<file path="src/rtl/pipeline_hazard_controller_if.sv">
// Hazard-controller bus: ID/EXE/MEM hazard and SRAM status in, pipeline hold/flush controls out.
interface pipeline_hazard_controller_if #(
  parameter int unsigned STALL_CNT_W = 16
);
  logic                   forwarding_en;
  logic                   id_valid;
  logic [3:0]             src1;
  logic [3:0]             src2;
  logic                   two_src;
  logic [3:0]             exe_dest;
  logic                   exe_wb_en;
  logic                   exe_mem_r_en;
  logic [3:0]             mem_dest;
  logic                   mem_wb_en;
  logic                   branch_taken;
  logic                   mem_req;
  logic                   mem_ready;
  logic                   freeze_if;
  logic                   bubble_id;
  logic                   flush;
  logic                   freeze_all;
  logic                   mem_error;
  logic [STALL_CNT_W-1:0] stall_count;

  // Pipeline side: drives hazard/status, consumes controls.
  modport master (
    output forwarding_en, id_valid, src1, src2, two_src,
           exe_dest, exe_wb_en, exe_mem_r_en, mem_dest, mem_wb_en,
           branch_taken, mem_req, mem_ready,
    input  freeze_if, bubble_id, flush, freeze_all, mem_error, stall_count
  );

  // Controller side.
  modport slave (
    input  forwarding_en, id_valid, src1, src2, two_src,
           exe_dest, exe_wb_en, exe_mem_r_en, mem_dest, mem_wb_en,
           branch_taken, mem_req, mem_ready,
    output freeze_if, bubble_id, flush, freeze_all, mem_error, stall_count
  );
endinterface

</file>
<file path="src/rtl/pipeline_hazard_controller.sv">
// Stall/bubble/flush/memory-freeze sequencer for the 5-stage core. Controls are
// combinational from state and inputs; a saturating stall counter and a sticky
// memory-timeout flag are kept alongside.
module pipeline_hazard_controller #(
  parameter int unsigned MEM_TIMEOUT = 255,
  parameter int unsigned STALL_CNT_W = 16
) (
  input  logic                          clk,
  input  logic                          rst,
  pipeline_hazard_controller_if.slave   hz_if
);

  localparam int unsigned WAIT_W = (MEM_TIMEOUT > 1) ? $clog2(MEM_TIMEOUT) : 1;
  localparam logic [WAIT_W-1:0] WAIT_LAST = WAIT_W'(MEM_TIMEOUT - 1);

  typedef enum logic [0:0] {
    RUN      = 1'b0,
    MEM_WAIT = 1'b1
  } state_t;

  state_t                 state_q, state_d;
  logic [WAIT_W-1:0]      wait_cnt_q, wait_cnt_d;
  logic                   mem_error_q, mem_error_d;
  logic [STALL_CNT_W-1:0] stall_count_q, stall_count_d;

  logic exe_match, mem_match, hazard;
  logic freeze_if, bubble_id, flush, freeze_all;

  // RAW hazard detection that forwarding cannot cover.
  always_comb begin
    exe_match = (hz_if.src1 == hz_if.exe_dest) ||
                (hz_if.two_src && (hz_if.src2 == hz_if.exe_dest));
    mem_match = (hz_if.src1 == hz_if.mem_dest) ||
                (hz_if.two_src && (hz_if.src2 == hz_if.mem_dest));
    if (hz_if.forwarding_en)
      hazard = hz_if.id_valid && hz_if.exe_wb_en && hz_if.exe_mem_r_en && exe_match;
    else
      hazard = hz_if.id_valid &&
               ((hz_if.exe_wb_en && exe_match) || (hz_if.mem_wb_en && mem_match));
  end

  // Control decode and next-state: memory freeze beats branch flush beats hazard stall.
  always_comb begin
    freeze_if     = 1'b0;
    bubble_id     = 1'b0;
    flush         = 1'b0;
    freeze_all    = 1'b0;
    state_d       = state_q;
    wait_cnt_d    = wait_cnt_q;
    mem_error_d   = mem_error_q;
    case (state_q)
      RUN: begin
        if (hz_if.mem_req && !hz_if.mem_ready) begin
          freeze_all = 1'b1;
          state_d    = MEM_WAIT;
          wait_cnt_d = '0;
        end else if (hz_if.branch_taken) begin
          flush = 1'b1;
        end else if (hazard) begin
          freeze_if = 1'b1;
          bubble_id = 1'b1;
        end
      end
      MEM_WAIT: begin
        if (hz_if.mem_ready) begin
          state_d = RUN;
        end else if (wait_cnt_q == WAIT_LAST) begin
          mem_error_d = 1'b1;
          state_d     = RUN;
        end else begin
          freeze_all = 1'b1;
          wait_cnt_d = wait_cnt_q + 1'b1;
        end
      end
      default: state_d = RUN;
    endcase
    // Controls are held inactive for the whole reset pulse, not just after the edge.
    if (rst) begin
      freeze_if  = 1'b0;
      bubble_id  = 1'b0;
      flush      = 1'b0;
      freeze_all = 1'b0;
    end
    stall_count_d = stall_count_q;
    if ((freeze_all || bubble_id) && (stall_count_q != '1))
      stall_count_d = stall_count_q + 1'b1;
  end

  // State, wait counter, sticky error and stall counter registers.
  always_ff @(posedge clk or posedge rst) begin
    if (rst) begin
      state_q       <= RUN;
      wait_cnt_q    <= '0;
      mem_error_q   <= 1'b0;
      stall_count_q <= '0;
    end else begin
      state_q       <= state_d;
      wait_cnt_q    <= wait_cnt_d;
      mem_error_q   <= mem_error_d;
      stall_count_q <= stall_count_d;
    end
  end

  assign hz_if.freeze_if   = freeze_if;
  assign hz_if.bubble_id   = bubble_id;
  assign hz_if.flush       = flush;
  assign hz_if.freeze_all  = freeze_all;
  assign hz_if.mem_error   = mem_error_q;
  assign hz_if.stall_count = stall_count_q;

endmodule

</file>
<file path="src/flat_wrapper.sv">
// flat-port wrapper written by rule: the top's interface ports become plain ports
module pipeline_hazard_controller_flat 
#(
  parameter int unsigned MEM_TIMEOUT = 255,
  parameter int unsigned STALL_CNT_W = 16
)
  (clk, rst, hz_if_forwarding_en, hz_if_id_valid, hz_if_src1, hz_if_src2, hz_if_two_src, hz_if_exe_dest, hz_if_exe_wb_en, hz_if_exe_mem_r_en, hz_if_mem_dest, hz_if_mem_wb_en, hz_if_branch_taken, hz_if_mem_req, hz_if_mem_ready, hz_if_freeze_if, hz_if_bubble_id, hz_if_flush, hz_if_freeze_all, hz_if_mem_error, hz_if_stall_count);
  pipeline_hazard_controller_if #(.STALL_CNT_W(STALL_CNT_W)) hz_if_i ();
  input  logic clk;
  input  logic rst;
  input wire logic [$bits(hz_if_i.forwarding_en)-1:0] hz_if_forwarding_en;
  input wire logic [$bits(hz_if_i.id_valid)-1:0] hz_if_id_valid;
  input wire logic [$bits(hz_if_i.src1)-1:0] hz_if_src1;
  input wire logic [$bits(hz_if_i.src2)-1:0] hz_if_src2;
  input wire logic [$bits(hz_if_i.two_src)-1:0] hz_if_two_src;
  input wire logic [$bits(hz_if_i.exe_dest)-1:0] hz_if_exe_dest;
  input wire logic [$bits(hz_if_i.exe_wb_en)-1:0] hz_if_exe_wb_en;
  input wire logic [$bits(hz_if_i.exe_mem_r_en)-1:0] hz_if_exe_mem_r_en;
  input wire logic [$bits(hz_if_i.mem_dest)-1:0] hz_if_mem_dest;
  input wire logic [$bits(hz_if_i.mem_wb_en)-1:0] hz_if_mem_wb_en;
  input wire logic [$bits(hz_if_i.branch_taken)-1:0] hz_if_branch_taken;
  input wire logic [$bits(hz_if_i.mem_req)-1:0] hz_if_mem_req;
  input wire logic [$bits(hz_if_i.mem_ready)-1:0] hz_if_mem_ready;
  output wire logic [$bits(hz_if_i.freeze_if)-1:0] hz_if_freeze_if;
  output wire logic [$bits(hz_if_i.bubble_id)-1:0] hz_if_bubble_id;
  output wire logic [$bits(hz_if_i.flush)-1:0] hz_if_flush;
  output wire logic [$bits(hz_if_i.freeze_all)-1:0] hz_if_freeze_all;
  output wire logic [$bits(hz_if_i.mem_error)-1:0] hz_if_mem_error;
  output wire logic [$bits(hz_if_i.stall_count)-1:0] hz_if_stall_count;
  assign hz_if_i.forwarding_en = hz_if_forwarding_en;
  assign hz_if_i.id_valid = hz_if_id_valid;
  assign hz_if_i.src1 = hz_if_src1;
  assign hz_if_i.src2 = hz_if_src2;
  assign hz_if_i.two_src = hz_if_two_src;
  assign hz_if_i.exe_dest = hz_if_exe_dest;
  assign hz_if_i.exe_wb_en = hz_if_exe_wb_en;
  assign hz_if_i.exe_mem_r_en = hz_if_exe_mem_r_en;
  assign hz_if_i.mem_dest = hz_if_mem_dest;
  assign hz_if_i.mem_wb_en = hz_if_mem_wb_en;
  assign hz_if_i.branch_taken = hz_if_branch_taken;
  assign hz_if_i.mem_req = hz_if_mem_req;
  assign hz_if_i.mem_ready = hz_if_mem_ready;
  assign hz_if_freeze_if = hz_if_i.freeze_if;
  assign hz_if_bubble_id = hz_if_i.bubble_id;
  assign hz_if_flush = hz_if_i.flush;
  assign hz_if_freeze_all = hz_if_i.freeze_all;
  assign hz_if_mem_error = hz_if_i.mem_error;
  assign hz_if_stall_count = hz_if_i.stall_count;
  pipeline_hazard_controller #(.MEM_TIMEOUT(MEM_TIMEOUT), .STALL_CNT_W(STALL_CNT_W)) u_core (.clk(clk), .rst(rst), .hz_if(hz_if_i));
endmodule
</file>
<file path="config.mk">
export PLATFORM = sky130hd
export DESIGN_NAME = pipeline_hazard_controller_flat
export DESIGN_NICKNAME = d
export VERILOG_FILES = /design/src/rtl/pipeline_hazard_controller_if.sv /design/src/rtl/pipeline_hazard_controller.sv /design/src/flat_wrapper.sv
export SDC_FILE = /design/constraint.sdc
export NUM_CORES = 1
export LEC_CHECK = 0
export CORE_MARGIN = 2
export CORE_UTILIZATION = 40
export CTS_BUF_LIST = sky130_fd_sc_hd__clkbuf_2 sky130_fd_sc_hd__clkbuf_4 sky130_fd_sc_hd__clkbuf_8
export DETAILED_ROUTE_END_ITERATION = 8
export PLACE_DENSITY_LB_ADDON = 0.25
export SYNTH_ARGS = -nofsm -noshare
export SYNTH_HDL_FRONTEND = slang
export SYNTH_SLANG_ARGS = --single-unit
</file>
<file path="constraint.sdc">
create_clock -name clk -period 2.6 [get_ports clk]
set_input_delay 0.39 -clock clk [delete_from_list [all_inputs] [get_ports clk]]
set_output_delay 0.39 -clock clk [all_outputs]
set_load 0.05 [all_outputs]
</file>
**Yosys cells after proc, flatten, opt, wreduce, memory -nomap -nowiden**

Index checks and enable logic that the tools add are counted.

- Bits in registers: 26
- Bits of input ports: 27
- Output and inout port bits: 21
- Word-level logic and storage cells: 53

- $add $sub $neg: 2
- Eq/ne operators: 9
- Mux-type cells: 19
- Bitwise logic cells: 2
- Reduce and logical (&&, ||, !) cells: 17

Operator list:

| cell | number |
|---|---|
| $mux 8 | 3 |
| $add 16x1->16 const B | 1 |
| $eq 4x4->1 | 4 |
| $ne 16x16->1 const B | 1 |
| $pmux 8 s2 | 1 |
| $mux 1 | 14 |
| $logic_and 1x1->1 | 10 |
| $add 8x1->8 const B | 1 |
| $eq 8x8->1 const B | 1 |
| $reduce_and 3->1 | 2 |
| $logic_or 1x1->1 | 4 |
| $ne 2x2->1 const B | 2 |
| $ne 2x1->1 const B | 1 |
| $not 1->1 | 2 |
| $pmux 1 s2 | 1 |
| $logic_not 1->1 | 1 |

**Longest topological paths before layout**

- Word-level depth: 14
- Gate-level depth with buffers: 9
- Mapped depth without buffers: 9

**Worst setup path after synthesis**

OpenSTA, ideal clock, no wires.

- Path kind: reg-to-reg
- Start: reg u_core.stall_count_q[0] (netlist: u_core.hz_if.stall_count[0])
- End: reg u_core.stall_count_q[1] (netlist: u_core.hz_if.stall_count[1])
- Setup time: 125 ps
- Arrival time: 2,242 ps
- Required time: 2,475 ps
- Path slack: 234 ps
- Cell stages (with the launch flop): 9
- Path buffers: 1
- Clock period less this slack: 2,366 ps
- Cells stage by stage: dfrtp_1 ha_1 nand3_1 nor2_4 nand4_1 or3_1 buf_6 o21ai_2 mux2_2

- Cells in the longest elaborated chain, start to end: 2
- Elaborated cells on any way between the ends: 3
- Classes of those cells: 1 x add/sub; 1 x eq/ne; 1 x reduce/logical

RTL lines:

| element | line | RTL |
|---|---|---|
| from (decl) | pipeline_hazard_controller.sv:24 | `logic [STALL_CNT_W-1:0] stall_count_q, stall_count_d;` |
| from (signal assigned) | pipeline_hazard_controller.sv:100 | `stall_count_q <= stall_count_d;` |
| parallel branches: the longest is 2 deep, another holds $add 16x1->16 | -- |  |

Parallel ways; which one is timed is not known.
A chain may end at the register's enable or synchronous reset.

**Worst setup path after layout**

- Start: in hz_if_forwarding_en
- End: out hz_if_freeze_if

- Cells in the longest elaborated chain, start to end: 6

RTL lines:

| element | line | RTL |
|---|---|---|
| from (decl) | flat_wrapper.sv:11 | `input wire logic [$bits(hz_if_i.forwarding_en)-1:0] hz_if_forwarding_en;` |
| $mux 1 | pipeline_hazard_controller.sv:35 | `if (hz_if.forwarding_en)` |
| $mux 1 | pipeline_hazard_controller.sv:59 | `end else if (hazard) begin` |
| $mux 1 | pipeline_hazard_controller.sv:57 | `end else if (hz_if.branch_taken) begin` |
| $mux 1 | pipeline_hazard_controller.sv:53 | `if (hz_if.mem_req && !hz_if.mem_ready) begin` |
| $mux 1 | pipeline_hazard_controller.sv:51 | `case (state_q)` |
| $mux 1 | pipeline_hazard_controller.sv:78 | `if (rst) begin` |
| to (decl) | flat_wrapper.sv:24 | `output wire logic [$bits(hz_if_i.freeze_if)-1:0] hz_if_freeze_if;` |

No other way between the ends.

==> impl_metrics.ini <==
[sta]
period_share = 0.945
skew_ns = 0.00134
slew_headroom = 0.656
rsz0062_at_grt = false
hold_viol = 0
tns_ns = 0
setup_viol = 0
max_freq_mhz = 407
hold_slack_ns = 0.488
min_period_ns = 2.46
finalMaxSlewViolations = 0
tightest_slew_ns = 0.514
finalWorstSetupSlack_ns = 0.143

[route]
detail-route-antenna-nets = 0
wl_per_cell_um = 15.1
vias = 1331
drt_pass1_iterations = 4
viasPerCell = 5.24
drt_drc_violations_left = 0
drt_iter0_markers = 29
drt-total-wl_mm = 3.83

[die]
die_x_um = 67.4
num_rows = 23
die_y_um = 67.4
ios = 48
start_util = 0.407
core-area_mm2 = 0.00394
fp.dieArea_mm2 = 0.00454

[logic_synthesis]
ys_dominant_reg_cell = dfrtp_1
ys_ff_latch = 26
syn_nets = 184
synth-edff-count = 0
syn_avg_cell_area_um2 = 10.4
async_reset_ff_frac = 1.00
syn_area_mm2 = 0.00161
seq_area_frac_synth = 0.405
synth_cell_type_count = 41
yosysWarnings = 0
syn_inst = 154

[finish]
layout.nets = 236
final_cells = 254
postLayoutCellArea_mm2 = 0.00222
diodes = 0
final_cell_mix = clkdlybuf4s50_1 (43), dfrtp_1 (26), xnor2_1 (20), xor2_1 (12), nor2_1 (8)
area_growth_pct = 38.5
mostFrequentLayoutCell = clkdlybuf4s50_1
nFillCells = 331
drive_gt1_frac = 0.132
fin_util = 0.564

[worst_setup_path]
ff2ff_setup_slack_ns = 0.37
critPathKind = primary input to primary output
reg2reg_from = u_core.hz_if.stall_count[0]$_DFFE_PP0P_
worstPathRequired_ns = 2.21
startpoint_type = primary input
arrival_ns = 2.07
crit_path_cell_trace = clkdlybuf4s50_1 > inv_1 > o21ai_0 > nor4_1 > a31oi_1 > a21oi_4 > buf_12
crit_path_max_fanout = 10
regToRegEndpoint = u_core.hz_if.stall_count[1]$_DFFE_PP0P_
critPathCaptureType = primary output
critical_path.max_stage_delay_ns = 0.42
crit_path_end = hz_if_freeze_if
reg2regPathDepth = 7
startpoint = hz_if_forwarding_en
critPathSlowestCell = clkdlybuf4s50_1

[global_routing]
grt_pass1_vias = 1393
grt_antenna_before_repair = 0
grt_usage = 0.180
overflow = 0
grt_max_degree = 27
grt_pass1_wl_mm = 6.27

[clock_network]
cts_tree = built
cts.repair_timing.setup_buffer_count = 0
cts_hold_buf = 0
clock_sinks = 26
clock-root-buffer = clkbuf_8
cts_buffers = 3
cts_resized = 0
clk_pin_slew_ns = 0.08
htree_levels = 1
clock_latency_ns = 0.26
cts_buffer_depth = 2

[power_and_ir_drop]
vdd_ir_drop_max_mv = 0.577
power_mw = 1.19
power_density_mw_per_mm2 = 533
p_leak_nw = 0.896

[job]
drv_cap = 0

[placed_design]
hpwl_mm = 2.98
gp_congestion = 0.838
pre_cts_ws_ns = 0.102
dpl.cell_count = 251
port_buffers = 47
placed_area_mm2 = 0.00218

[worst_hold_path]
hold_path.class = flop to flop
min_path_cells = 1

[run_status]
outcome = finished clean
## power breakdown
| group | internal, mW | switching [mW] |
|---|---|---|
| sequential | 0.458 | 0.0723 |
| combinational | 0.187 | 0.251 |
| clock | 0.103 | 0.115 |
| total | 0.748 | 0.438 |
## synthesized netlist by cell type, drive strengths merged, types with 5 or more instances
library cell	count	share of area
buf	5	0.021
nand3	7	0.025
and3	6	0.023
nor2b	5	0.024
nor2	11	0.040
dfrtp	26	0.40
o211ai	9	0.048
xnor2	20	0.11
xor2	12	0.065
nand4	5	0.019
## state kept, by name, summed over array words and instances (netlist names)
name,count
u_core.hz_if.stall_count,16
u_core.wait_cnt_q,8
u_core.hz_if.mem_error,1
u_core.state_q,1
## logic make-up after synthesis
family	after synthesis	synth area share
DFF	26	0.405
adders and majority gates	3	0.0234
xor gates and xnor gates	32	0.174
muxes	4	0.0273
buffers and inverters	9	0.0304
and+or+nand+nor	55	0.212
AOI/OAI and AO/OA	25	0.128
## worst min path at each step
stage	from	to	slack, ns
after global routing	u_core.hz_if.stall_count[15]$_DFFE_PP0P_	u_core.hz_if.stall_count[15]$_DFFE_PP0P_	0.52
after global placement	u_core.hz_if.mem_error$_DFFE_PP0P_	u_core.hz_if.mem_error$_DFFE_PP0P_	0.46
final	u_core.hz_if.mem_error$_DFFE_PP0P_	u_core.hz_if.mem_error$_DFFE_PP0P_	0.49
after CTS	u_core.hz_if.mem_error$_DFFE_PP0P_	u_core.hz_if.mem_error$_DFFE_PP0P_	0.50
after detailed placement	u_core.hz_if.mem_error$_DFFE_PP0P_	u_core.hz_if.mem_error$_DFFE_PP0P_	0.48
after floorplan	rst	u_core.hz_if.mem_error$_DFFE_PP0P_	0.43
## area by class of cell
class | count | area [µm²] | share of cell area
Timing Repair Buffer | 52 | 548 | 0.246
Sequential cell | 26 | 651 | 0.292
Clock buffer | 3 | 41.3 | 0.0186
Tap cell | 50 | 62.6 | 0.0281
Inverter | 4 | 15.0 | 0.00675
Multi-Input combinational cell | 119 | 907 | 0.408
## routing by layer
layer | track usage | share of wire | wire (µm)
met1 | 0.217 | 0.44 | 1670
met2 | 0.328 | 0.50 | 1900
met3 | 0.0317 | 0.061 | 233
met4 | 0.0510 | 0.0065 | 25
met5 | 0 | 0 | 0
## critical path: cells and delay by family
kind	cells	cell delay, ns
AOI/OAI and AO/OA	3	0.66
buffers and inverters	3	0.67
and+or+nand+nor	1	0.32
(Power assumes the default switching activity.)
